===== config.mk =====
export PLATFORM = sky130hd
export DESIGN_NAME = pdm_mic_capture
export DESIGN_NICKNAME = d
export VERILOG_FILES = /design/src/rtl/mic_pkg.sv /design/src/rtl/pdm_clkgen.sv /design/src/rtl/pdm_mic_capture.sv
export SDC_FILE = /design/constraint.sdc
export NUM_CORES = 1
export LEC_CHECK = 0
export ABC_AREA = 1
export BUFFER_PORTS_ARGS = -buffer_cell sky130_fd_sc_hd__buf_4
export CAP_MARGIN = 20
export CELL_PAD_IN_SITES_DETAIL_PLACEMENT = 1
export CELL_PAD_IN_SITES_GLOBAL_PLACEMENT = 1
export CORE_MARGIN = 2
export CORE_UTILIZATION = 40
export CTS_CLUSTER_SIZE = 20
export DETAILED_ROUTE_END_ITERATION = 10
export PLACE_DENSITY = 0.79
export SYNTH_ARGS = -nofsm -noshare
export SYNTH_HDL_FRONTEND = slang
export SYNTH_HIERARCHICAL = 1
export SYNTH_SLANG_ARGS = --single-unit
export TNS_END_PERCENT = 5

===== constraint.sdc =====
create_clock -name CLK100MHZ -period 1.8 [get_ports CLK100MHZ]
set_input_delay 0.09 -clock CLK100MHZ [delete_from_list [all_inputs] [get_ports CLK100MHZ]]
set_output_delay 0.09 -clock CLK100MHZ [all_outputs]
set_load 0.02 [all_outputs]

===== src/rtl/mic_pkg.sv =====
// Shared widths, defaults and state type for the PDM microphone capture path.
package mic_pkg;

  localparam int SAMPLE_W    = 11;
  localparam int ADDR_W      = 8;
  localparam int TABLE_DEPTH = 256;

  localparam int DEFAULT_CLK_DIV = 50;
  localparam int DEFAULT_DECIM   = 64;
  localparam int DEFAULT_SETTLE  = 4;

  typedef enum logic [1:0] {
    IDLE,
    FLUSH,
    CAPTURE,
    DONE
  } cap_state_t;

  // Maps a ones-count (0..decim) onto the full sample range; a full window saturates.
  function automatic logic [SAMPLE_W-1:0] scale_count(input logic [31:0] count,
                                                      input logic [31:0] decim);
    logic [31:0] scaled;
    scaled = count * (32'd2048 / decim);
    if (scaled > 32'd2047) return '1;
    return scaled[SAMPLE_W-1:0];
  endfunction

endpackage


===== src/rtl/pdm_clkgen.sv =====
// Free-running microphone clock divider, M_DATA synchronizer and bit strobe.
module pdm_clkgen
  import mic_pkg::*;
#(
  parameter int CLK_DIV = DEFAULT_CLK_DIV
) (
  input  logic CLK100MHZ,
  input  logic rst,
  input  logic M_DATA,
  output logic M_CLK,
  output logic bit_strobe,
  output logic bit_val
);

  localparam int DIV_W = (CLK_DIV > 1) ? $clog2(CLK_DIV) : 1;
  localparam logic [DIV_W-1:0] DIV_LAST = DIV_W'(CLK_DIV - 1);

  logic [DIV_W-1:0] div_cnt;
  logic [1:0]       m_sync;

  // NOTE: sequential state uses non-blocking assignments so every flop samples
  // pre-edge values, independent of statement order.
  always_ff @(posedge CLK100MHZ) begin
    if (rst) begin
      div_cnt <= '0;
      M_CLK   <= 1'b0;
      m_sync  <= '0;
    end else begin
      m_sync <= {m_sync[0], M_DATA};
      if (div_cnt == DIV_LAST) begin
        div_cnt <= '0;
        M_CLK   <= ~M_CLK;
      end else begin
        div_cnt <= div_cnt + 1'b1;
      end
    end
  end

  // Strobe marks the cycle whose closing edge drives M_CLK from 1 to 0.
  assign bit_strobe = M_CLK && (div_cnt == DIV_LAST);
  assign bit_val    = m_sync[1];

endmodule


===== src/rtl/pdm_mic_capture.sv =====
// Decimates the PDM microphone stream with a boxcar ones-count and writes one
// full 256-entry wavetable through the BRAM write port per start pulse.
module pdm_mic_capture
  import mic_pkg::*;
#(
  parameter int CLK_DIV = DEFAULT_CLK_DIV,
  parameter int DECIM   = DEFAULT_DECIM,
  parameter int SETTLE  = DEFAULT_SETTLE
) (
  input  logic                CLK100MHZ,
  input  logic                rst,
  input  logic                start,
  input  logic                M_DATA,
  output logic                M_CLK,
  output logic                M_LR_SEL,
  output logic                wr_en,
  output logic [ADDR_W-1:0]   wr_addr,
  output logic [SAMPLE_W-1:0] wr_data,
  output logic                busy,
  output logic                done
);

  localparam int WIN_W = $clog2(DECIM);
  localparam int CNT_W = WIN_W + 1;
  localparam int FL_W  = (SETTLE > 1) ? $clog2(SETTLE) : 1;
  localparam logic [WIN_W-1:0]  WIN_LAST   = WIN_W'(DECIM - 1);
  localparam logic [FL_W-1:0]   FLUSH_LAST = FL_W'(SETTLE - 1);
  localparam logic [ADDR_W-1:0] LAST_ADDR  = ADDR_W'(TABLE_DEPTH - 1);

  logic                bit_strobe;
  logic                bit_val;
  logic [WIN_W-1:0]    win_cnt;
  logic [CNT_W-1:0]    ones_acc;
  logic                win_done;
  logic [CNT_W-1:0]    win_count;
  logic [SAMPLE_W-1:0] win_sample;

  cap_state_t          state, state_nxt;
  logic [FL_W-1:0]     flush_cnt, flush_cnt_nxt;
  logic                flush_skip, flush_skip_nxt;
  logic [ADDR_W-1:0]   index, index_nxt;
  logic                wr_en_nxt;
  logic [ADDR_W-1:0]   wr_addr_nxt;
  logic [SAMPLE_W-1:0] wr_data_nxt;
  logic                done_nxt;

  pdm_clkgen #(.CLK_DIV(CLK_DIV)) u_clkgen (
    .CLK100MHZ  (CLK100MHZ),
    .rst        (rst),
    .M_DATA     (M_DATA),
    .M_CLK      (M_CLK),
    .bit_strobe (bit_strobe),
    .bit_val    (bit_val)
  );

  assign M_LR_SEL   = 1'b0;
  assign win_done   = bit_strobe && (win_cnt == WIN_LAST);
  assign win_count  = ones_acc + CNT_W'(bit_val);
  assign win_sample = scale_count(32'(win_count), 32'(DECIM));
  assign busy       = (state != IDLE);

  always_ff @(posedge CLK100MHZ) begin
    if (rst) begin
      win_cnt  <= '0;
      ones_acc <= '0;
    end else if (bit_strobe) begin
      if (win_done) begin
        win_cnt  <= '0;
        ones_acc <= '0;
      end else begin
        win_cnt  <= win_cnt + 1'b1;
        ones_acc <= win_count;
      end
    end
  end

  always_ff @(posedge CLK100MHZ) begin
    if (rst) begin
      state      <= IDLE;
      flush_cnt  <= '0;
      flush_skip <= 1'b0;
      index      <= '0;
      wr_en      <= 1'b0;
      wr_addr    <= '0;
      wr_data    <= '0;
      done       <= 1'b0;
    end else begin
      state      <= state_nxt;
      flush_cnt  <= flush_cnt_nxt;
      flush_skip <= flush_skip_nxt;
      index      <= index_nxt;
      wr_en      <= wr_en_nxt;
      wr_addr    <= wr_addr_nxt;
      wr_data    <= wr_data_nxt;
      done       <= done_nxt;
    end
  end

  // NOTE: every always_comb output is defaulted first so no path leaves a
  // value unassigned and infers a latch.
  always_comb begin
    state_nxt      = state;
    flush_cnt_nxt  = flush_cnt;
    flush_skip_nxt = flush_skip;
    index_nxt      = index;
    wr_en_nxt      = 1'b0;
    wr_addr_nxt    = wr_addr;
    wr_data_nxt    = wr_data;
    done_nxt       = 1'b0;

    case (state)
      IDLE: begin
        if (start) begin
          state_nxt      = FLUSH;
          flush_cnt_nxt  = '0;
          // The window already in progress is discarded unless it ends right now.
          flush_skip_nxt = !win_done;
        end
      end
      FLUSH: begin
        if (win_done) begin
          if (flush_skip) begin
            flush_skip_nxt = 1'b0;
          end else if (flush_cnt == FLUSH_LAST) begin
            state_nxt = CAPTURE;
            index_nxt = '0;
          end else begin
            flush_cnt_nxt = flush_cnt + 1'b1;
          end
        end
      end
      CAPTURE: begin
        if (win_done) begin
          wr_en_nxt   = 1'b1;
          wr_addr_nxt = index;
          wr_data_nxt = win_sample;
          index_nxt   = index + 1'b1;
          if (index == LAST_ADDR) state_nxt = DONE;
        end
      end
      DONE: begin
        done_nxt  = 1'b1;
        state_nxt = IDLE;
      end
      default: state_nxt = IDLE;
    endcase
  end

endmodule


; ---- Word-level counts from Yosys, hierarchy flattened
; Index checks and enable logic that the tools add are counted.
; Widths: inputs -> output; s select.
[word_totals]
reg_bits = 56
latch_bits = 0
wordCells = 76
input_bits = 4
mem_count = 0
rom_bits = 0
mem_bits_rw = 0
[op_classes]
n_reduce_logical = 14
n_eq_ne = 14
muxes = 27
n_div = 0
order_cmp = 1
n_shift = 0
n_addsub = 5
bitwise = 2
mul = 0
[op_table]
columns = op, count
row1 = $mux 8, 4
row2 = $mux 11, 2
row3 = $mux 2, 10
row4 = $pmux 8 s2, 1
row5 = $ne 2x2->1 const B, 7
row6 = $add 6x1->6 const B, 2
row7 = $eq 6x6->1 const B, 2
row8 = $gt 12x11->1 const B, 1
row9 = $reduce_and 5->1, 2
row10 = $add 8x1->8 const B, 1
row11 = $eq 8x8->1 const B, 1
row12 = $pmux 2 s4, 1
row13 = $add 7x1->7, 1
row14 = $mux 7, 1
row15 = $eq 2x2->1 const B, 3
row16 = $mux 6, 1
row17 = $reduce_and 6->1, 1
row18 = $reduce_bool 2->1, 3
row19 = $mux 1, 5
row20 = $pmux 2 s2, 1
row21 = $reduce_or 2->1, 2
row22 = $reduce_and 3->1, 1
row23 = $add 2x1->2 const B, 1
row24 = $eq 2x1->1 const B, 1
row25 = other kinds (6), 8

; ---- Depth between registers and ports, before layout
; Gate-level depths: netlist of the first run.
[depth]
depth_word = 6
mapped_depth = 13

; ---- Modules after synthesis
; The synthesis of the first run kept the hierarchy.
[by_module_without_submodules]
columns = module, area_each_um2, cells_each, instances, seq_area_each_um2
row1 = pdm_mic_capture, 2227.1, 300, 1, 860.8
row2 = pdm_clkgen, 384.1, 48, 1, 180.2

; ---- Worst setup path after synthesis of the first run
; Ideal clock, no wire load.
[synth_timing]
path_type = register to register
from = register u_clkgen.div_cnt[0]
to = register state[1]
arrival_ns = 1.502
path_stages_with_launch = 12
slack_ns = 0.185
required_ns = 1.687
setup_ns = 0.113
n_path_buf = 1
period_less_slack_ns = 1.615
cell_sequence = dfxtp_1 -> ha_1 -> nand4_1 -> inv_1 -> nand2_2 -> inv_2 -> nand3_2 -> nand2_4 -> buf_8 -> nand4_1 -> nand2_1 -> nor2_1
[synth_between]
elab_chain_len = 5
elab_cells_between_ends = 6
classes_between = 3 x eq/ne / 3 x reduce/logical
[synth_lines]
columns = element, line_no
row1 = "start, declared", pdm_clkgen.sv:18  ; logic [DIV_W-1:0] div_cnt;
row2 = "start signal, assigned", pdm_clkgen.sv:34  ; div_cnt <= div_cnt + 1'b1;
row3 = $eq 6x6->1 (*), pdm_clkgen.sv:40  ; assign bit_strobe = M_CLK && (div_cnt == DIV_LAST);
row4 = $logic_and 1x1->1 (*), pdm_clkgen.sv:40
row5 = net bit_strobe, pdm_mic_capture.sv:30  ; logic bit_strobe;
row6 = $logic_and 1x1->1 (*), pdm_mic_capture.sv:57  ; assign win_done = bit_strobe && (win_cnt == WIN_LAST);
row7 = $ne 2x2->1 (no line), -
row8 = $reduce_and 6->1 (no line) (*), -
row9 = "end signal, assigned", pdm_mic_capture.sv:88  ; state <= state_nxt;
row10 = "end, declared", pdm_mic_capture.sv:38  ; cap_state_t state, state_nxt;
; The timed path passes the listed nets; every way through them passes the cells marked *.
; A chain may end at the register's enable or synchronous reset.

; ---- Worst setup path in the final report of the first run
[layout_timing]
from = register ones_acc[0]
to = register wr_data[10]
[layout_between]
elab_chain_len = 4
[layout_lines]
columns = element, line_no
row1 = "start, declared", pdm_mic_capture.sv:33  ; logic [CNT_W-1:0] ones_acc;
row2 = "start signal, assigned", pdm_mic_capture.sv:72  ; ones_acc <= win_count;
row3 = $add 7x1->7 (*), pdm_mic_capture.sv:58  ; assign win_count = ones_acc + CNT_W'(bit_val);
row4 = $gt 12x11->1, mic_pkg.sv:24  ; if (scaled > 32'd2047) return '1;
row5 = $mux 1, mic_pkg.sv:24
row6 = $mux 11 (*), mic_pkg.sv:25  ; return scaled[SAMPLE_W-1:0];
row7 = "end signal, assigned", pdm_mic_capture.sv:94  ; wr_data <= wr_data_nxt;
row8 = "end, declared", pdm_mic_capture.sv:18  ; output logic [SAMPLE_W-1:0] wr_data,
; Mark *: on every way between the ends. The rest lies on a longest branch, timed or not.

==> flow_summary.yaml, run 1 <==
outcome:
  status: "finished clean"
floorplan:
  die-area_um2: 7190
  ios: 28
  initial_core_util: 0.4136
  rows: 29
  core-area_um2: 6314
  die_h_um: 84.80
  dieWidth_um: 84.80
power_and_ir_drop:
  p_per_area_nw_per_um2: 906.4
  leakage_nw: 1.373
  peakVddDrop_v: 0.0006430
  p_total_mw: 2.808
route:
  drtPass1Iterations: 4
  drc: 0
  ant_nets: 0
  wl_per_cell_um: 14.47
  vias_per_cell: 5.113
  vias: 2362
  drt_wl_total_um: 6683
  drt_first_iter_violations: 81
critical_path:
  r2r_start: "ones_acc[0]"
  arrival_ps: 1990
  cp_cell_sequence: "ha_1 > ha_1 > inv_1 > nor2_2 > nand3_1 > xor2_4 > nand3_1 > nand2_1 > inv_1"
  r2r-end: "wr_data[10]"
  crit_fanout: 7
  cp_num_buf_inv: 2
  criticalPathCategory: "flop to flop"
  cpPeakStageDelay_ps: 350
  startpoint: "ones_acc[0]"
  reg2reg_depth: 9
  cp-end-kind: "flop"
  worstSetupStartpointType: "flop"
  r2r_slack_ps: 30
  cpLargestDelayFamily: "simple AND/OR/NAND/NOR gates"
  slowest_stage: "dfxtp_1"
  required_ps: 2020
global_routing:
  grt_use_total: 0.1885
  grt_pass1_vias: 2365
  overflow: 0
  antenna_found_initial: 0
  grt_pass1_wl_um: 11100
  grt_max_degree: 20
min_path:
  worstHoldEndpoint: "index[2]"
  hold_path_depth: 2
  min_path_type: "primary input to flop"
  min_from: "rst"
sta:
  final.setup.tns_ps: 0
  finalSetupViolCount: 0
  timing.final.hold_violations: 0
  holdWs_ps: 125.9
  post-route-period-util: 0.9848
  fin_skew_ps: 5.587
  fmax_ghz: 0.5641
  rsz0062_at_grt: "true"
  final.min_clock_period_ps: 1773
  fin_ws_ps: 27.41
  maxSlewViolCount: 0
synth:
  ys_async_sr_fraction: 0
  ys_seq_area_frac: 0.3987
  syn_inst: 348
  yosys_warnings: 6
  syn_avg_cell_area_um2: 7.504
  ys.flop_type: "dfxtp_1"
  synth_area_um2: 2611
  synth_edf_count: 0
  yosysUniqueCellTypes: 37
  synthesis.nets: 363
  synth-seq-cells: 52
cells_and_area:
  final_util: 0.4907
  final_nets: 399
  n_antenna_cell: 0
  finalInstanceArea_um2: 3098
  area.growth.synth_to_final_pct: 18.64
  stdcell_count: 462
  layout-drive-gt1-share: 0.2182
clocking:
  clk_path_buf_depth: 2
  cts.htree.levels: 2
  cts_tree: "built"
  cts_buffers: 5
  clk_pin_slew_ps: 100
  clkSinkCount: 52
  clock_latency_ps: 310
  clock-root-buffer: "clkbuf_8"
placement:
  place_area_um2: 2860
  place_ws_ps: -54.54
  gp_congestion: 0.7713
  port_buffers: 26
  place_inst: 447
  dp_hpwl_um: 4599
job:
  cap_violations: 0
metal layers:
layer | global-route usage | wire length (um) | share of wire | up-vias
met4 | 0.06061 | 119 | 0.018 | 0
li1 | - | - | - | 1190
met1 | 0.2417 | 3099 | 0.46 | 1130
met2 | 0.3264 | 3302 | 0.49 | 29
met5 | 0 | 0 | 0 | -
met3 | 0.02655 | 162 | 0.024 | 13
how the worst max path moves through the flow:
stage               depth (start not counted)     endpoint  slack, ps
floorplan                                  11     state[1]        190
global placement                            9  wr_data[10]        100
detailed placement                         11   wr_addr[6]        -50
CTS                                        11   wr_addr[6]          2
global route                               11     index[0]        -90
finish                                      9  wr_data[10]         30
worst reg2reg max path, cell delays in order (launching register included):
cell	delay, ps
dfxtp_1	350
ha_1	190
ha_1	200
inv_1	60
nor2_2	140
nand3_1	210
xor2_4	300
nand3_1	130
nand2_1	90
inv_1	40
repair_timing:
action	in CTS	in global routing
setup buffers	2	3
gates resized for setup	3	11
pin swaps	1	2
hold buffers	1	0
setup endpoints to repair	2	27
gates cloned	0	1
endpoints found under the hold margin	1	0
kinds of logic after synthesis:
group / count (synthesis) / synth area share
XOR/XNOR: 8 / 0.02971
adder cells (fa/ha/maj): 11 / 0.05271
AND/OR/NAND/NOR: 164 / 0.2976
AO/OA/AOI/OAI: 51 / 0.1073
other: 1 / 0.001436
flip-flops: 52 / 0.3987
buffers and inverters: 61 / 0.1126
flip-flops by register name, summed over array words and instances (netlist names):
name,cells
index,8
win_cnt,6
flush_cnt,2
wr_data,7
u_clkgen/M_CLK,1
flush_skip,1
wr_addr,8
u_clkgen/div_cnt,6
state,2
done,1
wr_en,1
u_clkgen/m_sync,2
ones_acc,7
cells in the final DEF, fill, tap and decap left out, drive strengths merged:
cell type,netlist,layout
a31oi,2,2
xor2,5,5
o31ai,1,1
inv,45,45
nand2,69,69
conb,1,1
ha,11,11
o21bai,1,1
dlygate4sd3,0,1
clkinvlp,0,1
a21oi,26,26
o21ai,17,17
nor3b,1,1
o21a,2,2
a211oi,1,1
clkbuf,1,6
nand4,18,18
clkinv,2,2
nor3,6,6
o221a,1,1
xnor2,3,3
nor2,53,54
bufinv,0,1
buf,13,41
nand3,17,17
dfxtp,52,52
report_power, final:
| group | internal (mW) | switching, mW | total, mW |
|---|---|---|---|
| registers | 1.20 | 0.0386 | 1.24 |
| logic | 0.240 | 0.471 | 0.711 |
| clock network | 0.455 | 0.402 | 0.857 |
area by class of cell:
| class | count | area (um^2) |
|---|---|---|
| timing repair buffer | 42 | 317.8 |
| clock buffer | 6 | 82.58 |
| clock inverter | 2 | 38.79 |
| tap | 77 | 96.34 |
| inverter | 47 | 180.2 |
| fill | 803 | 3216 |
| multi-input combinational | 236 | 1340 |
| sequential | 52 | 1042 |
Yosys cell counts, types with 2 or more instances:
cell type,instances,area (um^2)
nand3_1,15,75.07
a31oi_1,2,12.51
nor2_1,44,165.2
xor2_1,4,35.03
nand2_2,4,25.02
nor2_2,7,43.79
inv_1,42,157.7
dfxtp_1,52,1041
o21a_1,2,15.01
buf_4,6,45.04
nand2_4,3,33.78
buf_6,4,45.04
nor3_1,6,30.03
a21oi_1,26,130.1
ha_1,11,137.6
clkinv_1,2,7.510
xnor2_1,3,26.28
nand3_2,2,20.02
inv_2,3,11.26
nand4_1,18,112.6
nand2_1,62,232.7
o21ai_0,15,75.07
Power figures use the tool's default switching activity.
==> run 2, diff against run 1 <==
SETUP_SLACK_MARGIN = 0.15   (was unset)
==> flow_summary.yaml, run 2 (same netlist as run 1, synthesis figures left out) <==
floorplan:
  dieWidth_um: 84.80
  ios: 28
  die-area_um2: 7190
  rows: 29
  core-area_um2: 6314
  initial_core_util: 0.4136
  die_h_um: 84.80
placement:
  dp_hpwl_um: 4599
  place_inst: 447
  port_buffers: 26
  place_ws_ps: -54.54
  gp_congestion: 0.7713
min_path:
  hold_path_depth: 2
  min_from: "rst"
  min_path_type: "primary input to flop"
  worstHoldEndpoint: "ones_acc[1]"
power_and_ir_drop:
  p_total_mw: 2.969
  peakVddDrop_v: 0.0006674
  p_per_area_nw_per_um2: 902.4
  leakage_nw: 1.402
cells_and_area:
  fill_cells: 784
  final_nets: 405
  stdcell_count: 468
  area.growth.synth_to_final_pct: 26.02
  n_antenna_cell: 0
  mostFrequentLayoutCells: "61 x nand2_1, 43 x buf_4, 42 x dfxtp_1, 39 x nor2_1, 38 x inv_1"
  layout-drive-gt1-share: 0.2839
  mostFrequentLayoutCell: "nand2_1"
  reg_top3: "index (8), wr_addr (8)"
critical_path:
  reg2reg_depth: 8
  slowest_stage: "dfxtp_1"
  cp_cell_sequence: "inv_1 > ha_1 > inv_1 > nor2_1 > a21oi_2 > inv_1 > o21ai_0 > a21oi_1"
  critPathMostFrequentCell: "inv_1"
  cpPeakStageDelay_ps: 430
  r2r-end: "flush_skip"
  startpoint: "state[1]"
  cpLargestDelayFamily: "compound AO/OA/AOI/OAI gates"
  r2r_slack_ps: 120
  worstSetupStartpointType: "flop"
  criticalPathCategory: "flop to flop"
  cp-end-kind: "flop"
  required_ps: 1990
  arrival_ps: 1870
  cp_num_buf_inv: 3
  r2r_start: "state[1]"
  crit_fanout: 5
clocking:
  clock-root-buffer: "clkbuf_8"
  clk_pin_slew_ps: 100
  clock_latency_ps: 310
  clk_path_buf_depth: 2
  cts_buffers: 5
  cts.htree.levels: 2
  clkSinkCount: 52
  cts_tree: "built"
global_routing:
  overflow: 0
  grt_pass1_wl_um: 11340
  antenna_found_initial: 0
  grt_max_degree: 20
  grt_use_total: 0.1932
  grt_pass1_vias: 2396
sta:
  final.setup.tns_ps: 0
  fmax_ghz: 0.5963
  post-route-period-util: 0.9317
  fin_skew_ps: 8.426
  final.min_clock_period_ps: 1677
  finalSetupViolCount: 0
  holdWs_ps: 120.0
  rsz0062_at_grt: "true"
  timing.final.hold_violations: 0
  maxSlewViolCount: 0
  fin_ws_ps: 123.0
job:
  cap_violations: 0
route:
  ant_nets: 0
  vias_per_cell: 5.267
  drtPass1Iterations: 4
  vias: 2465
  drt_first_iter_violations: 79
  drt_wl_total_um: 7301
  drc: 0
  wl_per_cell_um: 15.60
outcome:
  status: "finished clean"
-- run 2: cell types whose count changed in the layout (fill, tap and decap cells not counted), sizes merged --
cell / before / now
nand2: 69 / 70
buf: 41 / 46
-- run 2: worst max-delay path by stage --
stage,to,cells after the start
detailed placement,wr_addr[6],11
finish,flush_skip,8
floorplan,state[1],11
global placement,wr_data[10],9
CTS,wr_data[10],9
global route,state[0],10
-- run 2: metal layers --
layer | global-route usage | share of wire | wire length (um) | vias to the layer above
met2 | 0.3314 | 0.52 | 3763 | 43
met5 | 0 | 0 | 0 | -
met1 | 0.2477 | 0.44 | 3214 | 1201
met4 | 0.06494 | 0.018 | 133 | 0
li1 | - | - | - | 1209
met3 | 0.02950 | 0.026 | 190 | 12
-- run 2: where the power goes --
part / total, mW / switching, mW / leakage, nW / internal (mW)
combinational: 0.856 / 0.541 / 0.915 / 0.315
sequential: 1.25 / 0.0470 / 0.425 / 1.20
clock: 0.863 / 0.407 / 0.0614 / 0.455
total: 2.97 / 0.995 / 1.40 / 1.97
-- run 2: per-stage QoR --
stage,instance area (um^2),utilization
2_1_floorplan,2611,-
3_3_place_gp,2860,0.4530
3_5_place_dp,2860,0.4530
4_1_cts,3058,0.4843
5_1_grt,3291,0.5212
6_report,3291,0.5212
-- run 2: worst reg2reg max path: stages (launching register included) --
cell	delay, ps
dfxtp_1	430
inv_1	120
ha_1	200
inv_1	110
nor2_1	70
a21oi_2	220
inv_1	110
o21ai_0	230
a21oi_1	80
-- run 2: cell type report --
class / instances / area (um^2) / share of cell area
Clock buffer: 6 / 82.58 / 0.02510
Timing Repair Buffer: 47 / 375.4 / 0.1141
Inverter: 47 / 185.2 / 0.05627
Sequential cell: 52 / 1054 / 0.3202
Clock inverter: 2 / 38.79 / 0.01179
Multi-Input combinational cell: 237 / 1459 / 0.4433
Tap cell: 77 / 96.34 / 0.02928
-- run 2: repair_timing --
action                     4_1_cts  5_1_grt
setup endpoints to repair       31       39
setup buffers                    2        8
hold buffers                     1        0
pin swaps                        1        6
cloned                           1        1
hold endpoints to repair         1        0
gates resized for setup          8       41
